<file path="config.mk">
export PLATFORM = sky130hd
export DESIGN_NAME = dp_operand_packer
export DESIGN_NICKNAME = d
export VERILOG_FILES = /design/src/rtl/dp_operand_packer_pkg.sv /design/src/rtl/dp_operand_packer.sv
export SDC_FILE = /design/constraint.sdc
export NUM_CORES = 1
export LEC_CHECK = 0
export ABC_AREA = 1
export BUFFER_PORTS_ARGS = -buffer_cell sky130_fd_sc_hd__clkbuf_2
export CAP_MARGIN = 20
export CORE_MARGIN = 2
export CORE_UTILIZATION = 45
export DETAILED_ROUTE_END_ITERATION = 10
export GPL_TIMING_DRIVEN = 0
export HOLD_SLACK_MARGIN = 0.05
export PLACE_DENSITY = 0.71
export SLEW_MARGIN = 40
export SYNTH_ARGS = -nofsm -noshare
export SYNTH_HDL_FRONTEND = slang
export SYNTH_SLANG_ARGS = --single-unit
</file>
<file path="constraint.sdc">
create_clock -name clk -period 4.8 [get_ports clk]
set_clock_uncertainty 0.2 [all_clocks]
set_input_delay 0 -clock clk [delete_from_list [all_inputs] [get_ports clk]]
set_output_delay 0 -clock clk [all_outputs]
set_load 0.02 [all_outputs]
</file>
<file path="src/rtl/dp_operand_packer_pkg.sv">
// Shared types and sizing helpers for the dot-product operand packer and its engine.
// Default operand widths here must match the engine instance they feed.
package dp_operand_packer_pkg;

  typedef enum logic [1:0] {
    FILL   = 2'd0,
    LAUNCH = 2'd1,
    WAIT   = 2'd2,
    RESULT = 2'd3
  } state_e;

  localparam int DEF_PIXEL_N     = 10;
  localparam int DEF_PIXEL_SIZE  = 10;
  localparam int DEF_WEIGHT_SIZE = 19;
  localparam int DEF_VAL_SIZE    = 26;
  localparam int DEF_RST_CYCLES  = 3;
  localparam int DEF_DP_LATENCY  = 128;

  // Bits needed to hold values 0..v-1, never less than one.
  function automatic int clog2w(input int v);
    int r;
    r = 1;
    while ((1 << r) < v) r++;
    return r;
  endfunction

  function automatic int max3(input int a, input int b, input int c);
    int m;
    m = (a > b) ? a : b;
    return (m > c) ? m : c;
  endfunction

endpackage

</file>
<file path="src/rtl/dp_operand_packer.sv">
// Packs (pixel, weight) pairs into engine vectors, pulses engine reset, waits a fixed latency and returns the result.
// Latency: RST_CYCLES+DP_LATENCY cycles from last accept to res_valid; in_ready is low from frame end until the result is taken.
module dp_operand_packer
  import dp_operand_packer_pkg::*;
#(
  parameter int PIXEL_N     = DEF_PIXEL_N,
  parameter int PIXEL_SIZE  = DEF_PIXEL_SIZE,
  parameter int WEIGHT_SIZE = DEF_WEIGHT_SIZE,
  parameter int VAL_SIZE    = DEF_VAL_SIZE,
  parameter int RST_CYCLES  = DEF_RST_CYCLES,
  parameter int DP_LATENCY  = DEF_DP_LATENCY
) (
  input  logic                           clk,
  input  logic                           GlobalReset_n,
  input  logic                           in_valid,
  output logic                           in_ready,
  input  logic [PIXEL_SIZE-1:0]          in_pixel,
  input  logic [WEIGHT_SIZE-1:0]         in_weight,
  input  logic                           in_last,
  output logic [PIXEL_N*PIXEL_SIZE-1:0]  dp_pixels,
  output logic [PIXEL_N*WEIGHT_SIZE-1:0] dp_weights,
  output logic                           dp_rst,
  input  logic [VAL_SIZE-1:0]            dp_value,
  output logic                           res_valid,
  input  logic                           res_ready,
  output logic [VAL_SIZE-1:0]            res_data
);

  localparam int IDX_W = clog2w(PIXEL_N);
  localparam int CNT_W = clog2w(max3(PIXEL_N, RST_CYCLES, DP_LATENCY) + 1);
  localparam logic [IDX_W-1:0] IDX_LAST = IDX_W'(PIXEL_N - 1);
  localparam logic [CNT_W-1:0] RST_LAST = CNT_W'(RST_CYCLES - 1);
  localparam logic [CNT_W-1:0] LAT_LAST = CNT_W'(DP_LATENCY - 1);

  state_e                         state_q, state_d;
  logic [IDX_W-1:0]               idx_q, idx_d;
  logic [CNT_W-1:0]               cnt_q, cnt_d;
  logic                           in_ready_q, in_ready_d;
  logic                           dp_rst_q, dp_rst_d;
  logic                           res_valid_q, res_valid_d;
  logic [VAL_SIZE-1:0]            res_data_q, res_data_d;
  logic [PIXEL_N*PIXEL_SIZE-1:0]  pix_q, pix_d;
  logic [PIXEL_N*WEIGHT_SIZE-1:0] wgt_q, wgt_d;

  assign in_ready   = in_ready_q;
  assign dp_rst     = dp_rst_q;
  assign res_valid  = res_valid_q;
  assign res_data   = res_data_q;
  assign dp_pixels  = pix_q;
  assign dp_weights = wgt_q;

  always_comb begin
    state_d     = state_q;
    idx_d       = idx_q;
    cnt_d       = cnt_q;
    in_ready_d  = in_ready_q;
    dp_rst_d    = dp_rst_q;
    res_valid_d = res_valid_q;
    res_data_d  = res_data_q;
    pix_d       = pix_q;
    wgt_d       = wgt_q;
    case (state_q)
      FILL: begin
        if (in_valid && in_ready_q) begin
          pix_d[int'(idx_q)*PIXEL_SIZE +: PIXEL_SIZE]   = in_pixel;
          wgt_d[int'(idx_q)*WEIGHT_SIZE +: WEIGHT_SIZE] = in_weight;
          idx_d = idx_q + 1'b1;
          if (in_last || idx_q == IDX_LAST) begin
            state_d    = LAUNCH;
            in_ready_d = 1'b0;
            cnt_d      = '0;
          end
        end
      end
      // Engine reset is already high from FILL; hold it for RST_CYCLES more edges.
      LAUNCH: begin
        if (cnt_q == RST_LAST) begin
          cnt_d    = '0;
          dp_rst_d = 1'b0;
          state_d  = WAIT;
        end else begin
          cnt_d = cnt_q + 1'b1;
        end
      end
      WAIT: begin
        if (cnt_q == LAT_LAST) begin
          cnt_d       = '0;
          res_data_d  = dp_value;
          res_valid_d = 1'b1;
          state_d     = RESULT;
        end else begin
          cnt_d = cnt_q + 1'b1;
        end
      end
      RESULT: begin
        if (res_valid_q && res_ready) begin
          res_valid_d = 1'b0;
          pix_d       = '0;
          wgt_d       = '0;
          idx_d       = '0;
          dp_rst_d    = 1'b1;
          in_ready_d  = 1'b1;
          state_d     = FILL;
        end
      end
      default: state_d = FILL;
    endcase
  end

  always_ff @(posedge clk or negedge GlobalReset_n) begin
    if (!GlobalReset_n) begin
      state_q     <= FILL;
      idx_q       <= '0;
      cnt_q       <= '0;
      in_ready_q  <= 1'b1;
      dp_rst_q    <= 1'b1;
      res_valid_q <= 1'b0;
      res_data_q  <= '0;
      pix_q       <= '0;
      wgt_q       <= '0;
    end else begin
      state_q     <= state_d;
      idx_q       <= idx_d;
      cnt_q       <= cnt_d;
      in_ready_q  <= in_ready_d;
      dp_rst_q    <= dp_rst_d;
      res_valid_q <= res_valid_d;
      res_data_q  <= res_data_d;
      pix_q       <= pix_d;
      wgt_q       <= wgt_d;
    end
  end

endmodule

</file>
==> flow_summary.yaml, run 1 <==
setup_path:
  crit_type: "reg -> reg"
  crit_path_start_kind: "register"
  crit_buf_inv: 7
  path_cells: "inv_2 -> clkbuf_1 -> ha_1 -> buf_2 -> clkbuf_1 -> buf_2 -> nand2_1 -> a21oi_1 -> dlygate4sd3_1 -> o2111ai_1 -> dlygate4sd3_1 -> nand2_1"
  slowest_delay_ns: 0.60
  regToRegStartpoint: "idx_q[0]"
  cp_max_fo: 11
  crit_family: "buffers and inverters"
  critical_path_required_ns: 5.06
  crit_start: "idx_q[0]"
  end_kind: "register"
  slowest_stage: "dlygate4sd3_1"
  cp.arrival_ns: 4.61
die:
  coreArea_um2: 34600
  die_w_um: 192
  ios: 379
  die_height_um: 192
  placementRows: 68
  start_util: 0.457
  dieArea_um2: 36700
sta:
  tightestPinTransition_ns: 0.816
  timing.fmax_ghz: 0.230
  relSlewSlack: 0.456
  slew_viol_final: 0
  rsz0062_at_grt: "false"
  setup_viol_count_final: 0
  period_needed_ns: 4.35
  setup_tns_ns: 0
  finalHoldViolCount: 0
  period_share: 0.906
placed_design:
  dp_hpwl_mm: 44.6
  dp_cells: 2746
  place_area_um2: 18400
  io_buffers: 378
  gp_congestion: 1.01
pwr:
  comb_power_share: 0.039
  switchingPower_w: 0.00131
  pwr-share-seq: 0.476
  power_w: 0.00590
  ir_worst_vdd_mv: 0.225
  p_clk_frac: 0.486
  pwr_density_cell_nw_per_um2: 286
  leakage_nw: 10.4
  p_int_w: 0.00459
  p_sw_frac: 0.222
global_routing:
  grt_max_degree: 71
  grt_usage: 0.329
  grt_pass1_wl_mm: 92.5
  antenna_found_initial: 3
  grt_pass1_vias: 16400
  grt-ovfl-total: 0
run_status:
  status: "complete, no violations"
finish:
  drive_above_1_share: 0.236
  layout.cells.non_filler: 2906
  syn_to_final_growth_pct: 30.2
  fin_area_um2: 20600
  postLayoutCoreUtil: 0.595
  nets: 2499
  fillers: 3078
clocking:
  clock_latency_ns: 0.53
  postCtsHoldBufs: 93
  post-cts-setup-buffer-count: 0
  ctsHtreeMaxLevel: 2
  clock_path_buffers: 3
  cts-resized-gates: 0
  clock-root-buffer: "clkbuf_16"
  path_clk_slew_ns: 0.06
  cts_buffers: 36
  cts_num_sinks: 333
  tritoncts: "yes"
worst_hold_path:
  hold_start: "res_ready"
  hold_class: "in -> reg"
route:
  ant_nets: 0
  dr.pass1.iters: 6
  via_per_inst: 5.66
  wl_met1_mm: 24.4
  drc: 0
  dr_wl_met3_mm: 5.09
  wirelength_mm: 60.4
  vias: 16500
  maxUsedRoutingLayer: "met4"
  drt_first_iter_violations: 1514
  wl_per_cell_um: 20.8
  dr_wl_met2_mm: 28.6
yosys:
  netlist_area_um2: 15800
  synthTopCellsByCount: "nand2_1, nand3_1, dfrtp_1"
  synth_edf_count: 0
  synthSimpleGateAreaFrac: 0.285
  synth-adder-area-share: 0.0139
  async_flop_share: 1.00
  synthCells: 1908
  ys_seq_elements: 333
  yosys-mux-area-fraction: 0
  yosysTopAreaCell: "dfrtp_1"
  synthTopCellsByArea: "dfrtp_1, nand2_1, nand3_1"
  yosys_warnings: 0
  synthXorXnorAreaFrac: 0.000553
  synthFlopType: "dfrtp_1"
  synth_top_area_share: 0.523
  synth_top_family_by_area: "simple AND/OR/NAND/NOR gates"
  synth.most_common_cell: "nand2_1"
  syn-num-nets: 1985
  ys_seq_area_frac: 0.527
  avgSynthCellArea_um2: 8.30
  synth_cell_types: 49
  synth_compound_area_frac: 0.115
flow_run:
  drv_cap: 0
worst reg2reg max path, delay by kind of cell (launching register included):
family          cells  cell delay [ns]
compound gates      2             0.30
simple gates        2             0.14
flops               1             0.47
fa+ha+maj           1             0.27
buf+inv             7             2.92
power groups by stage:
stage	registers (W)	clock network [W]	logic [W]
2_1_floorplan	0.00286	0	0.0000373
3_3_place_gp	0.00286	0	0.000150
3_5_place_dp	0.00286	0	0.000166
4_1_cts	0.00281	0.00290	0.000226
5_1_grt	0.00281	0.00303	0.000249
6_report	0.00281	0.00287	0.000229
final timing paths:
path                       cells past startpoint              end  slack, ns
setup / recovery                              12     dp_pixels[1]       0.45
hold / removal                                 4           dp_rst       0.18
setup reg to reg                              12     dp_pixels[1]       0.45
hold reg to reg                                2     res_data[14]       0.28
max in group asynchronous                      5           dp_rst       3.17
min in group asynchronous                      4  dp_weights[185]       0.44
registers in the layout, indices dropped and copies added (netlist names):
name	count
res_data	26
dp_weights	190
state_q	2
in_ready	1
idx_q	4
res_valid	1
dp_pixels	100
dp_rst	1
cnt_q	8
logic make-up after synthesis:
family / count (synthesis)
and+or+nand+nor: 987
AOI/OAI and AO/OA: 349
DFF: 333
buffers and inverters: 221
adders and majority gates: 17
xor gates and xnor gates: 1
through the flow:
stage / setup slack [ns] / hold WS [ns]
detailed placement: 0.639 / -0.269
floorplan: 1.33 / -0.496
global placement: -3.66 / -0.00320
CTS: 0.609 / 0.164
finish: 0.453 / 0.178
global route: 0.253 / 0.189
placed cells by master, fill, tap and decap left out, types with 3 or more instances in the layout:
| cell | count |
|---|---|
| buf_16 | 5 |
| buf_1 | 11 |
| clkbuf_2 | 377 |
| dfrtp_1 | 331 |
| clkbuf_1 | 51 |
| clkinv_1 | 3 |
| inv_1 | 85 |
| nand3_2 | 4 |
| nor3_1 | 6 |
| clkbuf_8 | 6 |
| nand4_1 | 28 |
| nand2_2 | 9 |
| nor3_2 | 5 |
| o22ai_1 | 3 |
| bufinv_16 | 4 |
| nor2_4 | 11 |
| nor4_1 | 3 |
| nor2_1 | 83 |
| nand2_1 | 474 |
| a21oi_1 | 27 |
| buf_2 | 55 |
| dlygate4sd3_1 | 92 |
| diode_2 | 3 |
| clkinv_2 | 3 |
| nand3_1 | 340 |
| o21ai_0 | 219 |
| ha_1 | 16 |
| buf_4 | 3 |
| clkinvlp_4 | 3 |
| clkbuf_16 | 36 |
| inv_2 | 19 |
| o21ai_1 | 79 |
| a31oi_1 | 4 |
| o21ai_2 | 6 |
| and2_1 | 4 |
| nor2_2 | 7 |
final cells by class:
cell class | count | area (µm²) | area share
well taps | 455 | 569 | 0.0276
inverters | 109 | 417 | 0.0202
flip-flops and latches | 333 | 8340 | 0.405
repair buffers | 476 | 2980 | 0.145
diodes | 3 | 7.51 | 0.000364
clock inverters | 13 | 203 | 0.00984
multi-input cells | 1354 | 6570 | 0.319
clock buffers | 51 | 1010 | 0.0489
plain buffers | 112 | 515 | 0.0250
layer usage:
metal,global-route usage,vias up
met5,0,-
met4,0.132,0
met3,0.0622,150
met2,0.545,833
met1,0.424,8030
li1,-,7446
Note: power is estimated with default switching activity, not from simulation.
==> run 2: changes to the inputs <==
Settings changed: CORE_ASPECT_RATIO from default to 0.5, CTS_BUF_LIST from default to sky130_fd_sc_hd__clkbuf_2.
==> run 2 against run 1 <==
Against the previous run: combinational power increased by 9.6%; critical path type unchanged; fmax down 3.2%; final area is essentially flat.
==> flow_summary.yaml, run 2 (synthesized netlist as in run 1, its figures left out) <==
route:
  dr_wl_met3_mm: 5.22
  ant_nets: 0
  dr_wl_met2_mm: 28.4
  wl_per_cell_um: 20.2
  maxUsedRoutingLayer: "met4"
  drt_first_iter_violations: 1727
  wl_met1_mm: 25.3
  dr.pass1.iters: 6
  vias: 16900
  wirelength_mm: 61.6
  drc: 0
  via_per_inst: 5.54
finish:
  register_area_um2: 8340
  final_cell_mix: "clkbuf_2, nand2_1, nand3_1, dfrtp_1, o21ai_0"
  nets: 2587
  drive_above_1_share: 0.252
  fillers: 3144
  fin_area_um2: 20600
  layout_commonest_cell: "clkbuf_2"
  largest_reg_flops: 190
  syn_to_final_growth_pct: 30.2
  multi_input_area_um2: 6560
setup_path:
  crit_path_start_kind: "register"
  end_kind: "register"
  crit_family: "buffers and inverters"
  slowest_stage: "dlygate4sd3_1"
  crit_buf_inv: 3
  path_depth: 16
  crit_type: "reg -> reg"
  cp_max_fo: 5
  path_cells: "ha_1 -> ha_1 -> fa_1 -> inv_1 -> nand2_2 -> nor2_1 -> nand3_1 -> nand3_1 -> nand3_1 -> dlygate4sd3_1 -> and2_1 -> dlygate4sd3_1 -> nand2_1 -> nand2_1 -> nand3_1 -> o21ai_0"
  cp.arrival_ns: 5.23
  slowest_delay_ns: 0.58
  crit_top_cell: "nand3_1"
  regToRegStartpoint: "idx_q[1]"
  critical_path_required_ns: 5.54
  r2r_cells: 16
  r2r_end: "dp_pixels[17]"
  rrSetupSlack_ns: 0.31
die:
  dieArea_um2: 36800
  die_w_um: 269
  die_height_um: 137
  coreArea_um2: 34500
  placementRows: 48
  start_util: 0.458
  ios: 379
worst_hold_path:
  hold_class: "in -> reg"
  hold_start: "dp_value[5]"
  hold_depth: 5
  whs_endpoint: "res_data[5]"
run_status:
  status: "complete, no violations"
sta:
  period_needed_ns: 4.49
  setup_viol_count_final: 0
  setup_tns_ns: 0
  period_share: 0.935
  rsz0062_at_grt: "false"
  finalHoldViolCount: 0
  slew_viol_final: 0
  timing.fmax_ghz: 0.223
  setup_slack_ns: 0.312
  tightestPinTransition_ns: 0.878
  relSlewSlack: 0.408
placed_design:
  post-place-ws_ns: 0.702
  place_area_um2: 18500
  dp_hpwl_mm: 43.9
  io_buffers: 378
  gp_congestion: 0.972
clocking:
  clock_path_buffers: 3
  cts-resized-gates: 0
  ctsHtreeMaxLevel: 3
  cts_buffers: 77
  clock-root-buffer: "clkbuf_2"
  clock_latency_ns: 1.04
  post-cts-setup-buffer-count: 0
  path_clk_slew_ns: 0.13
  tritoncts: "yes"
  cts_num_sinks: 333
global_routing:
  grt_pass1_wl_mm: 93.6
  grt_max_degree: 72
  grt_usage: 0.330
  grt-ovfl-total: 0
  antenna_found_initial: 3
  grt_pass1_vias: 16200
pwr:
  leakage_nw: 10.6
  comb_power_share: 0.050
  pwr_density_cell_nw_per_um2: 244
  ir_worst_vdd_mv: 0.149
  power_w: 0.00502
  p_clk_frac: 0.392
  p_sw_frac: 0.268
  p_int_w: 0.00368
  pwr-share-seq: 0.558
  switchingPower_w: 0.00135
flow_run:
  drv_cap: 0
-- run 2: changes by cell type in the layout (fill, tap and decap cells not counted), moves of 2 or more --
| cell | previous run | this run |
|---|---|---|
| clkbuf_2 | 377 | 497 |
| dlygate4sd3_1 | 92 | 139 |
| clkbuf_16 | 36 | 0 |
| clkinv_1 | 3 | 16 |
| clkbuf_1 | 51 | 40 |
| clkbuf_8 | 6 | 1 |
| diode_2 | 3 | 7 |
| bufinv_16 | 4 | 2 |
| clkinv_2 | 3 | 1 |
| clkinvlp_4 | 3 | 1 |
-- run 2: power by group through the flow --
stage | Sequential [W] | Clock [W] | Combinational (W)
2_1_floorplan | 0.00286 | 0 | 0.0000373
3_3_place_gp | 0.00286 | 0 | 0.000147
3_5_place_dp | 0.00286 | 0 | 0.000162
4_1_cts | 0.00280 | 0.00199 | 0.000246
5_1_grt | 0.00281 | 0.00215 | 0.000273
6_report | 0.00280 | 0.00197 | 0.000251
-- run 2: per-layer routing --
metal / GRT usage / vias up
li1: - / 7660
met1: 0.431 / 8200
met2: 0.522 / 837
met3: 0.0884 / 205
met4: 0.146 / 0
met5: 0 / -
-- run 2: how the worst max path moves through the flow --
stage	startpoint	to	slack (ns)
2_1_floorplan	idx_q[1]	dp_pixels[36]	1.33
3_3_place_gp	GlobalReset_n	dp_weights[31]	-3.79
3_5_place_dp	idx_q[1]	dp_pixels[36]	0.70
4_1_cts	idx_q[1]	dp_pixels[17]	0.42
5_1_grt	idx_q[1]	dp_pixels[17]	0.13
6_report	idx_q[1]	dp_pixels[17]	0.31
-- run 2: timing repair --
| item | CTS | global route |
|---|---|---|
| endpoints found under the hold margin | 666 | 0 |
| setup endpoints to repair | 0 | 0 |
| hold buffers | 140 | 0 |
-- run 2: cell type report --
cell class              instances  area share
plain buffers                 112      0.0250
clock buffers                 119      0.0289
repair buffers                523       0.167
multi-input cells            1354       0.318
flip-flops and latches        333       0.404
well taps                     475      0.0288
diodes                          7    0.000850
clock inverters                19     0.00650
inverters                     109      0.0202
-- run 2: worst min-delay path, stage by stage --
cell	delay (ns)
dlygate4sd3_1	0.53
clkbuf_2	0.09
dlygate4sd3_1	0.54
nand2_1	0.06
nand2_1	0.06
-- run 2: per-stage QoR --
stage,utilization,cells,hold slack [ns]
6_report,0.597,3051,0.0988
3_5_place_dp,0.534,2766,-0.273
2_1_floorplan,-,1908,-0.496
5_1_grt,0.597,3049,0.0301
4_1_cts,0.596,3044,0.0506
3_3_place_gp,0.530,2761,-0.00556
